### config.mk
export PLATFORM = sky130hd
export DESIGN_NAME = reset_sequencer_flat
export DESIGN_NICKNAME = d
export VERILOG_FILES = /design/src/rtl/reset_sequencer_pkg.sv /design/src/rtl/reset_sequencer_if.sv /design/src/rtl/reset_sequencer_req_debounce.sv /design/src/rtl/reset_sequencer.sv /design/src/flat_wrapper.sv
export SDC_FILE = /design/constraint.sdc
export NUM_CORES = 1
export LEC_CHECK = 0
export ABC_AREA = 1
export CAP_MARGIN = 20
export CORE_ASPECT_RATIO = 1.75
export CORE_MARGIN = 3
export CORE_UTILIZATION = 39
export DETAILED_ROUTE_END_ITERATION = 8
export HOLD_SLACK_MARGIN = 0.15
export PLACE_DENSITY = 0.68
export SYNTH_ARGS = -nofsm -noshare
export SYNTH_HDL_FRONTEND = slang
export SYNTH_SLANG_ARGS = --single-unit
### constraint.sdc
create_clock -name clk -period 1.9 [get_ports clk]
set_input_delay 0.38 -clock clk [delete_from_list [all_inputs] [get_ports clk]]
set_output_delay 0.38 -clock clk [all_outputs]
set_load 0.03 [all_outputs]
### src/rtl/reset_sequencer_pkg.sv
// Shared types and constants for the reset sequencer: FSM state encoding,
// request combine modes and the manual-reset counter limit.
package rst_seq_pkg;

    typedef enum logic [1:0] {
        ST_HOLD    = 2'd0,
        ST_RELEASE = 2'd1,
        ST_RUN     = 2'd2
    } seq_state_e;

    localparam int MODE_CHORD = 0;
    localparam int MODE_ANY   = 1;

    localparam logic [7:0] COUNT_MAX = 8'd255;

    function automatic logic [7:0] sat_inc(input logic [7:0] v);
        return (v == COUNT_MAX) ? v : v + 8'd1;
    endfunction

endpackage

### src/rtl/reset_sequencer_if.sv
// Request and status bundle between the board wrapper (master) and the
// reset sequencer (slave).
interface reset_sequencer_if #(
    parameter int NUM_DOMAINS = 4,
    parameter int NUM_REQ     = 3
);
    logic [NUM_REQ-1:0]     req;
    logic [NUM_DOMAINS-1:0] rst_out;
    logic                   busy;
    logic                   done;
    logic                   last_cause;
    logic [7:0]             reset_count;
    logic                   tick;

    modport master (
        output req,
        input  rst_out, busy, done, last_cause, reset_count, tick
    );

    modport slave (
        input  req,
        output rst_out, busy, done, last_cause, reset_count, tick
    );
endinterface

### src/rtl/reset_sequencer_req_debounce.sv
// Synchronises the raw manual request buttons, combines them (chord or any)
// and debounces the result into a single clean req_db level.
module req_debounce
    import rst_seq_pkg::*;
#(
    parameter int NUM_REQ         = 3,
    parameter int REQ_MODE        = 0,
    parameter int DEBOUNCE_CYCLES = 16
) (
    input  logic               clk,
    input  logic               reset,
    input  logic [NUM_REQ-1:0] req,
    output logic               req_db
);
    localparam int CNT_W = (DEBOUNCE_CYCLES > 1) ? $clog2(DEBOUNCE_CYCLES) : 1;

    logic [NUM_REQ-1:0] sync_bits;
    logic               combined;
    logic               db_q, db_d;
    logic [CNT_W-1:0]   cnt_q, cnt_d;

    genvar gi;
    generate
        for (gi = 0; gi < NUM_REQ; gi++) begin : g_sync
            logic [1:0] sync_q;
            always_ff @(posedge clk) begin
                if (reset) sync_q <= '0;
                else       sync_q <= {sync_q[0], req[gi]};
            end
            assign sync_bits[gi] = sync_q[1];
        end
    endgenerate

    assign combined = (REQ_MODE == MODE_CHORD) ? (&sync_bits) :
                      (REQ_MODE == MODE_ANY)   ? (|sync_bits) : 1'b0;

    // The count only advances while the combined level disagrees with the
    // debounced one; any agreeing cycle starts the run over.
    always_comb begin
        db_d  = db_q;
        cnt_d = '0;
        if (combined != db_q) begin
            if (cnt_q == CNT_W'(DEBOUNCE_CYCLES - 1)) db_d = ~db_q;
            else                                       cnt_d = cnt_q + CNT_W'(1);
        end
    end

    always_ff @(posedge clk) begin
        if (reset) begin
            db_q  <= 1'b0;
            cnt_q <= '0;
        end else begin
            db_q  <= db_d;
            cnt_q <= cnt_d;
        end
    end

    assign req_db = db_q;
endmodule

### src/rtl/reset_sequencer.sv
// Power-on / manual reset sequencer: holds every domain in reset, then
// releases them one at a time; also counts manual resets and emits a tick.
module reset_sequencer
    import rst_seq_pkg::*;
#(
    parameter int NUM_DOMAINS     = 4,
    parameter int NUM_REQ         = 3,
    parameter int REQ_MODE        = 0,
    parameter int DEBOUNCE_CYCLES = 16,
    parameter int HOLD_CYCLES     = 8,
    parameter int STAGE_GAP       = 4,
    parameter int TICK_DIV        = 50
) (
    input  logic             clk,
    input  logic             reset,
    reset_sequencer_if.slave bus
);
    localparam int HOLD_W = (HOLD_CYCLES > 1) ? $clog2(HOLD_CYCLES) : 1;
    localparam int GAP_W  = (STAGE_GAP > 1)   ? $clog2(STAGE_GAP)   : 1;
    localparam int STG_W  = (NUM_DOMAINS > 1) ? $clog2(NUM_DOMAINS) : 1;
    localparam int TICK_W = $clog2(TICK_DIV);

    seq_state_e             state_q, state_d;
    logic [HOLD_W-1:0]      hold_q, hold_d;
    logic [GAP_W-1:0]       gap_q, gap_d;
    logic [STG_W-1:0]       stage_q, stage_d, stage_inc;
    logic [NUM_DOMAINS-1:0] rst_out_q, rst_out_d;
    logic                   busy_q, busy_d, done_q, done_d;
    logic                   cause_q, cause_d;
    logic [7:0]             count_q, count_d;
    logic                   req_db, req_db_prev_q, db_rise;
    logic [TICK_W-1:0]      tick_cnt_q, tick_cnt_d;
    logic                   tick_q, tick_d;

    req_debounce #(
        .NUM_REQ         (NUM_REQ),
        .REQ_MODE        (REQ_MODE),
        .DEBOUNCE_CYCLES (DEBOUNCE_CYCLES)
    ) u_req_debounce (
        .clk    (clk),
        .reset  (reset),
        .req    (bus.req),
        .req_db (req_db)
    );

    assign db_rise   = req_db & ~req_db_prev_q;
    assign stage_inc = stage_q + STG_W'(1);

    always_comb begin
        state_d = state_q;
        hold_d  = hold_q;
        gap_d   = gap_q;
        stage_d = stage_q;
        cause_d = cause_q;
        count_d = count_q;
        unique case (state_q)
            ST_HOLD: begin
                if (req_db) begin
                    hold_d = '0;
                end else if (hold_q == HOLD_W'(HOLD_CYCLES - 1)) begin
                    hold_d  = '0;
                    gap_d   = '0;
                    stage_d = '0;
                    state_d = (NUM_DOMAINS == 1) ? ST_RUN : ST_RELEASE;
                end else begin
                    hold_d = hold_q + HOLD_W'(1);
                end
            end
            ST_RELEASE: begin
                if (gap_q == GAP_W'(STAGE_GAP - 1)) begin
                    gap_d   = '0;
                    stage_d = stage_inc;
                    if (stage_inc == STG_W'(NUM_DOMAINS - 1)) state_d = ST_RUN;
                end else begin
                    gap_d = gap_q + GAP_W'(1);
                end
            end
            default: ;
        endcase

        // A fresh button press outside HOLD restarts the whole schedule and
        // takes priority over any release step due on the same edge.
        if (db_rise && state_q != ST_HOLD) begin
            state_d = ST_HOLD;
            hold_d  = '0;
            gap_d   = '0;
            stage_d = '0;
            cause_d = 1'b1;
            count_d = sat_inc(count_q);
        end

        busy_d    = (state_d != ST_RUN);
        done_d    = (state_d == ST_RUN);
        rst_out_d = '1;
        if (state_d == ST_RUN) begin
            rst_out_d = '0;
        end else if (state_d == ST_RELEASE) begin
            for (int i = 0; i < NUM_DOMAINS; i++) rst_out_d[i] = (STG_W'(i) > stage_d);
        end

        tick_cnt_d = (tick_cnt_q == TICK_W'(TICK_DIV - 1)) ? '0 : tick_cnt_q + TICK_W'(1);
        tick_d     = (tick_cnt_d == TICK_W'(TICK_DIV - 1));
    end

    always_ff @(posedge clk) begin
        if (reset) begin
            state_q       <= ST_HOLD;
            hold_q        <= '0;
            gap_q         <= '0;
            stage_q       <= '0;
            rst_out_q     <= '1;
            busy_q        <= 1'b1;
            done_q        <= 1'b0;
            cause_q       <= 1'b0;
            count_q       <= '0;
            req_db_prev_q <= 1'b0;
            tick_cnt_q    <= '0;
            tick_q        <= 1'b0;
        end else begin
            state_q       <= state_d;
            hold_q        <= hold_d;
            gap_q         <= gap_d;
            stage_q       <= stage_d;
            rst_out_q     <= rst_out_d;
            busy_q        <= busy_d;
            done_q        <= done_d;
            cause_q       <= cause_d;
            count_q       <= count_d;
            req_db_prev_q <= req_db;
            tick_cnt_q    <= tick_cnt_d;
            tick_q        <= tick_d;
        end
    end

    assign bus.rst_out     = rst_out_q;
    assign bus.busy        = busy_q;
    assign bus.done        = done_q;
    assign bus.last_cause  = cause_q;
    assign bus.reset_count = count_q;
    assign bus.tick        = tick_q;
endmodule

### src/flat_wrapper.sv
// flat-port wrapper written by rule: the top's interface ports become plain ports
module reset_sequencer_flat import rst_seq_pkg::*;
#(
    parameter int NUM_DOMAINS     = 4,
    parameter int NUM_REQ         = 3,
    parameter int REQ_MODE        = 0,
    parameter int DEBOUNCE_CYCLES = 16,
    parameter int HOLD_CYCLES     = 8,
    parameter int STAGE_GAP       = 4,
    parameter int TICK_DIV        = 50
)
  (clk, reset, bus_req, bus_rst_out, bus_busy, bus_done, bus_last_cause, bus_reset_count, bus_tick);
  reset_sequencer_if #(.NUM_DOMAINS(NUM_DOMAINS), .NUM_REQ(NUM_REQ)) bus_i ();
  input  logic clk;
  input  logic reset;
  input wire logic [$bits(bus_i.req)-1:0] bus_req;
  output wire logic [$bits(bus_i.rst_out)-1:0] bus_rst_out;
  output wire logic [$bits(bus_i.busy)-1:0] bus_busy;
  output wire logic [$bits(bus_i.done)-1:0] bus_done;
  output wire logic [$bits(bus_i.last_cause)-1:0] bus_last_cause;
  output wire logic [$bits(bus_i.reset_count)-1:0] bus_reset_count;
  output wire logic [$bits(bus_i.tick)-1:0] bus_tick;
  assign bus_i.req = bus_req;
  assign bus_rst_out = bus_i.rst_out;
  assign bus_busy = bus_i.busy;
  assign bus_done = bus_i.done;
  assign bus_last_cause = bus_i.last_cause;
  assign bus_reset_count = bus_i.reset_count;
  assign bus_tick = bus_i.tick;
  reset_sequencer #(.NUM_DOMAINS(NUM_DOMAINS), .NUM_REQ(NUM_REQ), .REQ_MODE(REQ_MODE), .DEBOUNCE_CYCLES(DEBOUNCE_CYCLES), .HOLD_CYCLES(HOLD_CYCLES), .STAGE_GAP(STAGE_GAP), .TICK_DIV(TICK_DIV)) u_core (.clk(clk), .reset(reset), .bus(bus_i));
endmodule
==> reports/qor.txt, run 1 <==
Outcome -> finished clean
Inserted Clock Buffers -> 5
Clock Pin Slew Worst Setup and Hold Paths -> 0.08 ns
Chip width -> 58.30 um
Area Growth Syn to Fin -> 21.92%
Worst R2R End -> u_core.bus.rst_out[0]
R2R Setup Slk -> 0.20 ns
Num rows -> 32
Fin crit period -> 1.811 ns
Setup TNS -> 0 ns
Core footprint -> 4524 um2
Largest net degree at the start of global routing -> 14
CP Max Fanout -> 5
WL final -> 3302 um
Worst rel slew slack -> 78.99%
Inserted Diodes -> 0
Hold path cells -> 2
Post-DP Area -> 2153 um2
Share of cells above drive strength 1 -> 7.829%
CTS tree -> yes
CTS Hold Buffers Added -> 0
Pwr per Cell Area -> 760.0 nW/um2
Mapped Area -> 1867 um2
Iteration-0 DRC count of the detailed router -> 51
Starting Density -> 41.26%
CP endpoint kind -> output port
Post-synthesis sequential area ratio -> 46.11%
DR WL met2 -> 1768 um
Worst-margin pin slew -> 0.3142 ns
CP Depth -> 1
Hold path endpoint -> u_core.u_req_debounce.g_sync[2].sync_q[1]
Critical path buffer and inverter count -> 1
Final ANT Viol Nets -> 0
Max-cap violation count -> 0
Cells after Synth -> 251
# Post-CTS Setup Buffers -> 0
Syn_nets -> 266
Met3 WL -> 103 um
Critical path required time -> 1.52 ns
Die height -> 97.53 um
Global-route usage over all layers -> 12.94%
Fin. Hold Viols -> 0
RSZ-0062 raised after global routing -> false
CP Class -> reg -> out
Final setup fails -> 0
Die area -> 5686 um2
Max layer used -> met4
Final Wtd Congestion -> 0.8530
Worst R2R Start -> u_core.hold_q[0]
Max incr delay on CP -> 0.71 ns
R2r worst-path depth -> 7
Port Buffers -> 20
Vias/cell -> 4.696
HPWL after DPL -> 2570 um
Clock Tree Buf Depth -> 2
Root buffer cell -> clkbuf_8
Aggregate global routing overflow -> 0
Crit-path slowest cell -> clkdlybuf4s50_1
Initial antenna violation count -> 0
CTS sink cnt -> 43
Post-synthesis average cell area -> 7.437 um2
Number of synthesized register bits -> 43
Wl on met1 -> 1342 um
First-pass GRT wire length -> 5885 um
Slew Limit Fails -> 0
Worst path top cell family by delay -> buffers and inverters
Worst-skew pair later-pin latency -> 0.29 ns
Cell area after layout -> 2276 um2
Drt wl/cell -> 9.946 um
Post-layout util -> 50.30%
Total number of vias -> 1,559
Hold Crit Class -> reg -> reg
Critical path startpoint category -> register
Crit share post-route -> 95.32%
Synth warn -> 0
Crit path DAT -> 1.43 ns
Hold wc startpoint -> u_core.u_req_debounce.g_sync[2].sync_q[0]
# DRC -> 0
Layout net count -> 295
Peak VDD IR -> 640.9 uV
P_leak -> 1.040 nW
Setup Skew -> 0.002785 ns
Synth cell types -> 22
Via count of the first global-routing pass -> 1,479
H-tree Lvls -> 2
# IOs -> 21
Fmax -> 0.5521 GHz
Commonest non-fill, non-tap cells in the layout -> nand2_1, nor2_1, dfxtp_1
Critical-path cell list -> clkdlybuf4s50_1
Initial DRT Pass Iterations -> 4
Most common cell after layout, fill and taps aside -> nand2_1
-- state kept, by name (all words and copies together), names as in the netlist --
signal	cells
u_core.bus.reset_count	8
u_core.tick_cnt_q	6
u_core.u_req_debounce.g_sync.sync_q	6
u_core.bus.rst_out	4
u_core.u_req_debounce.cnt_q	4
u_core.hold_q	3
u_core.gap_q	2
u_core.stage_q	2
u_core.state_q	2
u_core.bus.busy	1
u_core.bus.done	1
u_core.bus.last_cause	1
u_core.bus.tick	1
u_core.req_db_prev_q	1
u_core.u_req_debounce.req_db	1
-- stage by stage --
step           worst slack (ns)  cells  hold slack [ns]  power (W)
6_report                0.08885    332           0.4031   0.001730
2_1_floorplan            0.2887    251           0.3883  0.0009989
3_3_place_gp             0.2215    324           0.3905   0.001023
5_1_grt                 0.03795    332           0.4171   0.001785
4_1_cts                 0.09094    332           0.4045   0.001746
3_5_place_dp             0.1607    324           0.3929   0.001025
-- Yosys cell counts --
| cell | count | area (um2) |
|---|---|---|
| nand2_1 | 52 | 195.2 |
| dfxtp_1 | 43 | 860.8 |
| nor2_1 | 43 | 161.4 |
| inv_1 | 38 | 142.6 |
| nand3_1 | 20 | 100.1 |
| a21oi_1 | 14 | 70.07 |
| ha_1 | 10 | 125.1 |
| o21ai_0 | 5 | 25.02 |
| nor3_1 | 4 | 20.02 |
| xor2_1 | 4 | 35.03 |
| nand4_1 | 3 | 18.77 |
| clkbuf_1 | 2 | 7.510 |
| inv_2 | 2 | 7.510 |
| nor2_2 | 2 | 12.51 |
| or2_2 | 2 | 12.51 |
| a211oi_1 | 1 | 7.510 |
| nand2_4 | 1 | 11.26 |
| nand3b_1 | 1 | 7.510 |
| nor2_4 | 1 | 11.26 |
| nor2_8 | 1 | 20.02 |
| or2_0 | 1 | 6.260 |
| xnor2_1 | 1 | 8.760 |
-- worst reg2reg max path: stages (launching register included) --
cell and delay [ns]:
dfxtp_1 0.36, ha_1 0.16, ha_1 0.19, nand3_2 0.12, nand2_1 0.08, nand3_1 0.12, ha_1 0.30, or2_2 0.27
-- kinds of logic (layout without fill, tap and decap cells) --
kind of cell    Yosys count  in the layout  share of synthesized area (%)
simple gates            131            131                          30.90
buf+inv                  42             72                          8.446
flops                    43             43                          46.11
fa+ha+maj                10             10                          6.702
xor+xnor                  5              5                          2.346
compound gates           20             20                          5.496
-- worst max path at each step --
stage,from,endpoint,slack [ns]
3_3_place_gp,u_core.hold_q[0],u_core.bus.rst_out[0],0.22
5_1_grt,u_core.hold_q[0],u_core.bus.rst_out[2],0.04
2_1_floorplan,u_core.hold_q[0],u_core.bus.rst_out[0],0.29
6_report,u_core.bus.reset_count[4],bus_reset_count[4],0.09
3_5_place_dp,u_core.hold_q[0],u_core.bus.rst_out[0],0.16
4_1_cts,u_core.bus.reset_count[4],bus_reset_count[4],0.09
-- per-layer routing --
metal  track usage, %  vias up
li1                 -      835
met1            13.50      694
met2            23.00       23
met3            2.926        7
met4            6.607        0
met5                0        -
-- report_power, final --
| group | total (W) | leakage [nW] | switching, W | internal, W |
|---|---|---|---|---|
| clock network | 0.000728 | 0.0612 | 0.000302 | 0.000425 |
| logic | 0.0000714 | 0.630 | 0.0000372 | 0.0000343 |
| registers | 0.000931 | 0.349 | 0.0000119 | 0.000919 |
| total | 0.00173 | 1.04 | 0.000351 | 0.00138 |
-- layout make-up --
type,instances,area (um2)
Clock buffer,6,82.58
Clock inverter,2,35.03
Fill cell,461,2248
Inverter,40,150.1
Multi-Input combinational cell,166,853.3
Sequential cell,43,860.8
Tap cell,51,63.81
Timing Repair Buffer,24,230.2
-- repair_timing --
item,in CTS,in global routing
gates resized for setup,0,1
endpoints found under the hold margin,0,0
endpoints found under the setup margin,0,2
(Power assumes the default switching activity.)
==> run 2, diff against run 1 <==
Settings changed: ABC_AREA 1 to default, SKIP_LAST_GASP from default to 1.
==> reports/qor.txt, run 2 <==
Clock Pin Slew Worst Setup and Hold Paths -> 0.07 ns
Post-synth EDFFs -> 0
Via count of the first global-routing pass -> 1,254
Largest net degree at the start of global routing -> 17
Async S/R FF share, synth -> 0%
# DRC -> 0
Pwr per Cell Area -> 735.9 nW/um2
Fill count -> 410
Die height -> 94.25 um
Critical path required time -> 1.52 ns
Commonest cells post-synth -> dfxtp_1, nor2_1, nand3_1
Fmax -> 0.5548 GHz
Initial antenna violation count -> 0
R2R Setup Slk -> 0.16 ns
Outcome -> finished clean
Worst path top cell family by delay -> buffers and inverters
Core footprint -> 4228 um2
# Post-CTS Setup Buffers -> 0
Slew Limit Fails -> 0
CTS sink cnt -> 43
Synth warn -> 0
Clock Tree Buf Depth -> 2
CTS Hold Buffers Added -> 0
Worst setup path end -> bus_reset_count[3]
Area fraction of the dominant cell type after synthesis -> 49.60%
Hold wc startpoint -> u_core.u_req_debounce.g_sync[1].sync_q[0]
H-tree Lvls -> 2
Worst-skew pair later-pin latency -> 0.29 ns
Drt wl/cell -> 11.33 um
Post-synthesis sequential area ratio -> 49.60%
Num rows -> 31
Final Wtd Congestion -> 0.7039
CP Depth -> 1
Critical-path cell list -> clkdlybuf4s50_1
Number of synthesized register bits -> 43
PostCTS Resize Cnt -> 0
Setup TNS -> 0 ns
Final ANT Viol Nets -> 0
R2r worst-path depth -> 7
Worst-margin pin slew -> 0.3835 ns
Post-synthesis average cell area -> 9.535 um2
Main flop type after synthesis -> dfxtp_1
CP Launch Point -> u_core.bus.reset_count[3]
Starting Density -> 41.05%
Max FFs per register -> 8
Area Growth Syn to Fin -> 20.84%
Global-route usage over all layers -> 12.59%
Port Buffers -> 20
RSZ-0062 raised after global routing -> false
Post-DP Area -> 2012 um2
# IOs -> 21
Commonest non-fill, non-tap cells in the layout -> dfxtp_1, nor2_1, clkdlybuf4s50_1
Post-synth top area cell -> dfxtp_1
P_leak -> 0.8239 nW
Inserted Diodes -> 0
Worst R2R Start -> u_core.hold_q[0]
Iteration-0 DRC count of the detailed router -> 19
Fin. Hold Viols -> 0
Syn_nets -> 197
Hold Crit Class -> reg -> reg
Cells after Synth -> 182
Critical path buffer and inverter count -> 1
Root buffer cell -> clkbuf_8
CP Max Fanout -> 6
CP Class -> reg -> out
WL final -> 2934 um
Vias/cell -> 4.988
Chip width -> 56.43 um
Max-cap violation count -> 0
Max incr delay on CP -> 0.71 ns
Aggregate global routing overflow -> 0
CTS tree -> yes
Total number of vias -> 1,292
Worst R2R End -> u_core.bus.rst_out[0]
Fin crit period -> 1.802 ns
Initial DRT Pass Iterations -> 2
Layout net count -> 224
Crit-path slowest cell -> clkdlybuf4s50_1
Inserted Clock Buffers -> 5
Mapped Area -> 1735 um2
Critical path startpoint category -> register
CP endpoint kind -> output port
Crit path DAT -> 1.42 ns
Final setup fails -> 0
Total power -> 0.001543 W
Count leader, synth -> dfxtp_1
Synth cell types -> 37
Cell area after layout -> 2097 um2
Worst rel slew slack -> 74.40%
Peak VDD IR -> 585.1 uV
Synth area leaders -> dfxtp_1, nor2_1, ha_1
First-pass GRT wire length -> 5168 um
Share of cells above drive strength 1 -> 10.00%
Setup Skew -> 0.007337 ns
Most common cell after layout, fill and taps aside -> dfxtp_1
Crit share post-route -> 94.86%
Die area -> 5318 um2
HPWL after DPL -> 2144 um
-- run 2: changes by cell type in the layout (fill, tap and decap cells not counted), moves of 4 or more --
cell / delta
xor2_1: +4
nor3_1: -4
nand2_1: -43
inv_1: -31
nor2b_1: +8
nor2_1: -9
a21oi_1: -7
nand3_1: -7
-- run 2: cell families after synthesis --
group,after synthesis,synth area share [%]
flip-flops,43,49.60
buffers and inverters,12,2.812
AND/OR/NAND/NOR,83,25.52
adder cells (fa/ha/maj),10,7.210
AO/OA/AOI/OAI,20,7.571
multiplexers,2,1.226
XOR/XNOR,12,6.056
-- run 2: worst min path at each step --
stage	to	slack, ns	depth (start not counted)
global route	u_core.u_req_debounce.g_sync[0].sync_q[1]	0.46	1
global placement	u_core.u_req_debounce.g_sync[2].sync_q[1]	0.42	1
floorplan	u_core.u_req_debounce.g_sync[0].sync_q[1]	0.41	1
CTS	u_core.u_req_debounce.g_sync[0].sync_q[1]	0.45	1
detailed placement	u_core.u_req_debounce.g_sync[0].sync_q[1]	0.43	1
finish	u_core.u_req_debounce.g_sync[1].sync_q[1]	0.44	1
-- run 2: area by class of cell --
class	instances	area, um2	area share, %
Sequential cell	43	860.8	41.05
Inverter	7	26.28	1.253
Timing Repair Buffer	25	237.7	11.34
Multi-Input combinational cell	127	829.5	39.56
Clock inverter	1	5.005	0.2387
Clock buffer	7	76.32	3.640
Tap cell	49	61.31	2.924
-- run 2: report_power, final --
| group | switching, W | internal [W] |
|---|---|---|
| clock | 0.000291 | 0.000258 |
| sequential | 0.0000113 | 0.000919 |
| combinational | 0.0000315 | 0.0000327 |
| total | 0.000334 | 0.00121 |
-- run 2: per-layer routing --
layer / vias up / wire length, um / track usage, %
li1: 665 / - / -
met1: 603 / 1102 / 12.17
met2: 19 / 1642 / 22.59
met3: 5 / 115 / 4.402
met4: 0 / 74 / 7.129
met5: - / 0 / 0
-- run 2: per-stage QoR --
stage	util, %	setup WS, ns	hold WS (ns)	instances
2_1_floorplan	-	0.2546	0.4138	182
3_3_place_gp	47.59	0.1896	0.4164	251
3_5_place_dp	47.59	0.1675	0.4283	251
4_1_cts	49.51	0.07606	0.4460	259
5_1_grt	49.60	0.03037	0.4639	259
6_report	49.60	0.09763	0.4414	259
==> run 3, diff against run 2 <==
Settings changed: CELL_PAD_IN_SITES_DETAIL_PLACEMENT from default to 1, CELL_PAD_IN_SITES_GLOBAL_PLACEMENT from default to 1, DONT_BUFFER_PORTS from default to 1, PLACE_DENSITY 0.68 to 0.74.
==> reports/qor.txt, run 3 (synthesis results as in run 2) <==
Vias/cell -> 5.350
Crit share post-route -> 91.92%
Max incr delay on CP -> 0.37 ns
Inserted Diodes -> 0
Final setup fails -> 0
Cell area after layout -> 1954 um2
Clock Pin Slew Worst Setup and Hold Paths -> 0.08 ns
Commonest non-fill, non-tap cells in the layout -> dfxtp_1, nor2_1, nand3_1
Pwr per Cell Area -> 791.6 nW/um2
# IOs -> 21
Max FFs per register -> 8
Share of cells above drive strength 1 -> 13.20%
Num rows -> 31
Initial DRT Pass Iterations -> 2
CP Max Fanout -> 3
Outcome -> finished clean
Post-place setup slack -> 0.1231 ns
Port Buffers -> 0
Most common cell after layout, fill and taps aside -> dfxtp_1
# DRC -> 0
Crit path DAT -> 1.93 ns
Final Wtd Congestion -> 0.7712
Fmax -> 0.5726 GHz
WL final -> 3786 um
H-tree Lvls -> 2
Root buffer cell -> clkbuf_8
Drt wl/cell -> 15.39 um
CTS sink cnt -> 43
Critical path buffer and inverter count -> 0
Initial antenna violation count -> 0
Peak VDD IR -> 532.7 uV
Worst rel slew slack -> 55.45%
Worst path top cell family by delay -> adder cells
Fin crit period -> 1.747 ns
Min Hold Slack -> 0.1903 ns
CP Class -> reg -> reg
P_leak -> 0.7857 nW
Critical path required time -> 2.09 ns
Clock Tree Buf Depth -> 2
Post-route setup slack -> 0.1534 ns
CP endpoint kind -> register
Setup Skew -> 0.01315 ns
Die height -> 94.25 um
Die area -> 5318 um2
Inserted Clock Buffers -> 5
Crit-path slowest cell -> dfxtp_1
RSZ-0062 raised after global routing -> false
Global-route usage over all layers -> 15.57%
Area Growth Syn to Fin -> 12.62%
Total number of vias -> 1,316
Worst-margin pin slew -> 0.6660 ns
Starting Density -> 41.05%
Core footprint -> 4228 um2
Post-DP Area -> 1849 um2
Critical path startpoint category -> register
Max-cap violation count -> 0
Most used cell, CP -> ha_1
Total power -> 0.001547 W
CTS tree -> yes
Via count of the first global-routing pass -> 1,459
Chip width -> 56.43 um
Worst-skew pair later-pin latency -> 0.30 ns
Layout net count -> 211
Critical-path cell list -> ha_1, ha_1, a21oi_1, a21oi_1, o21ai_1, ha_1, or2_2
Largest net degree at the start of global routing -> 19
Iteration-0 DRC count of the detailed router -> 16
HPWL after DPL -> 2862 um
First-pass GRT wire length -> 6354 um
Setup TNS -> 0 ns
Slew Limit Fails -> 0
Aggregate global routing overflow -> 0
Final ANT Viol Nets -> 0
Hold Crit Class -> in -> reg
Fin. Hold Viols -> 0
run 3: cell count changes in the layout (fill, tap and decap cells not counted), sizes merged:
cell,before,now
buf,5,10
dlygate4sd3,0,2
clkdlybuf4s50,20,0
run 3: layout make-up:
type	instances	area [um2]
fill	488	2273
sequential	43	860.8
multi-input combinational	127	829.5
timing repair buffer	12	95.09
clock buffer	7	76.32
tap	49	61.31
inverter	7	26.28
clock inverter	1	5.005
run 3: power breakdown:
part	switching [W]	internal (W)
logic	0.0000327	0.0000266
clock network	0.000298	0.000258
registers	0.0000126	0.000919
run 3: per-stage QoR:
| step | instances | util, % |
|---|---|---|
| 2_1_floorplan | 182 | - |
| 3_3_place_gp | 236 | 43.74 |
| 3_5_place_dp | 236 | 43.74 |
| 4_1_cts | 246 | 46.14 |
| 5_1_grt | 246 | 46.23 |
| 6_report | 246 | 46.23 |
run 3: worst paths after layout:
kind | start | to | slack (ns) | depth (start not counted)
worst min-delay path | reset | u_core.bus.rst_out[0] | 0.19 | 1
worst max-delay path | u_core.hold_q[0] | u_core.bus.rst_out[0] | 0.15 | 7
worst max register to register | u_core.hold_q[0] | u_core.bus.rst_out[0] | 0.15 | 7
worst min register to register | u_core.u_req_debounce.g_sync[1].sync_q[0] | u_core.u_req_debounce.g_sync[1].sync_q[1] | 0.44 | 1
run 3: worst reg2reg max path, delay by kind of cell, from the launching register on:
| kind | cells | cell delay, ns |
|---|---|---|
| DFF | 1 | 0.37 |
| adders and majority gates | 3 | 0.69 |
| and+or+nand+nor | 1 | 0.27 |
| AOI/OAI and AO/OA | 3 | 0.31 |
run 3: per-layer routing:
layer	share of wire, %	vias up	global-route usage [%]	routed length, um
met1	35	633	13.88	1331
met4	4.0	0	10.30	152
met3	3.3	14	4.264	124
li1	-	644	-	-
met2	58	25	29.34	2177
met5	0	-	0	0
run 3: timing repair:
item,CTS,global route
setup endpoints to repair,0,3
setup buffers,0,0
hold buffers,2,0
resized for setup,0,2
hold endpoints to repair,18,0
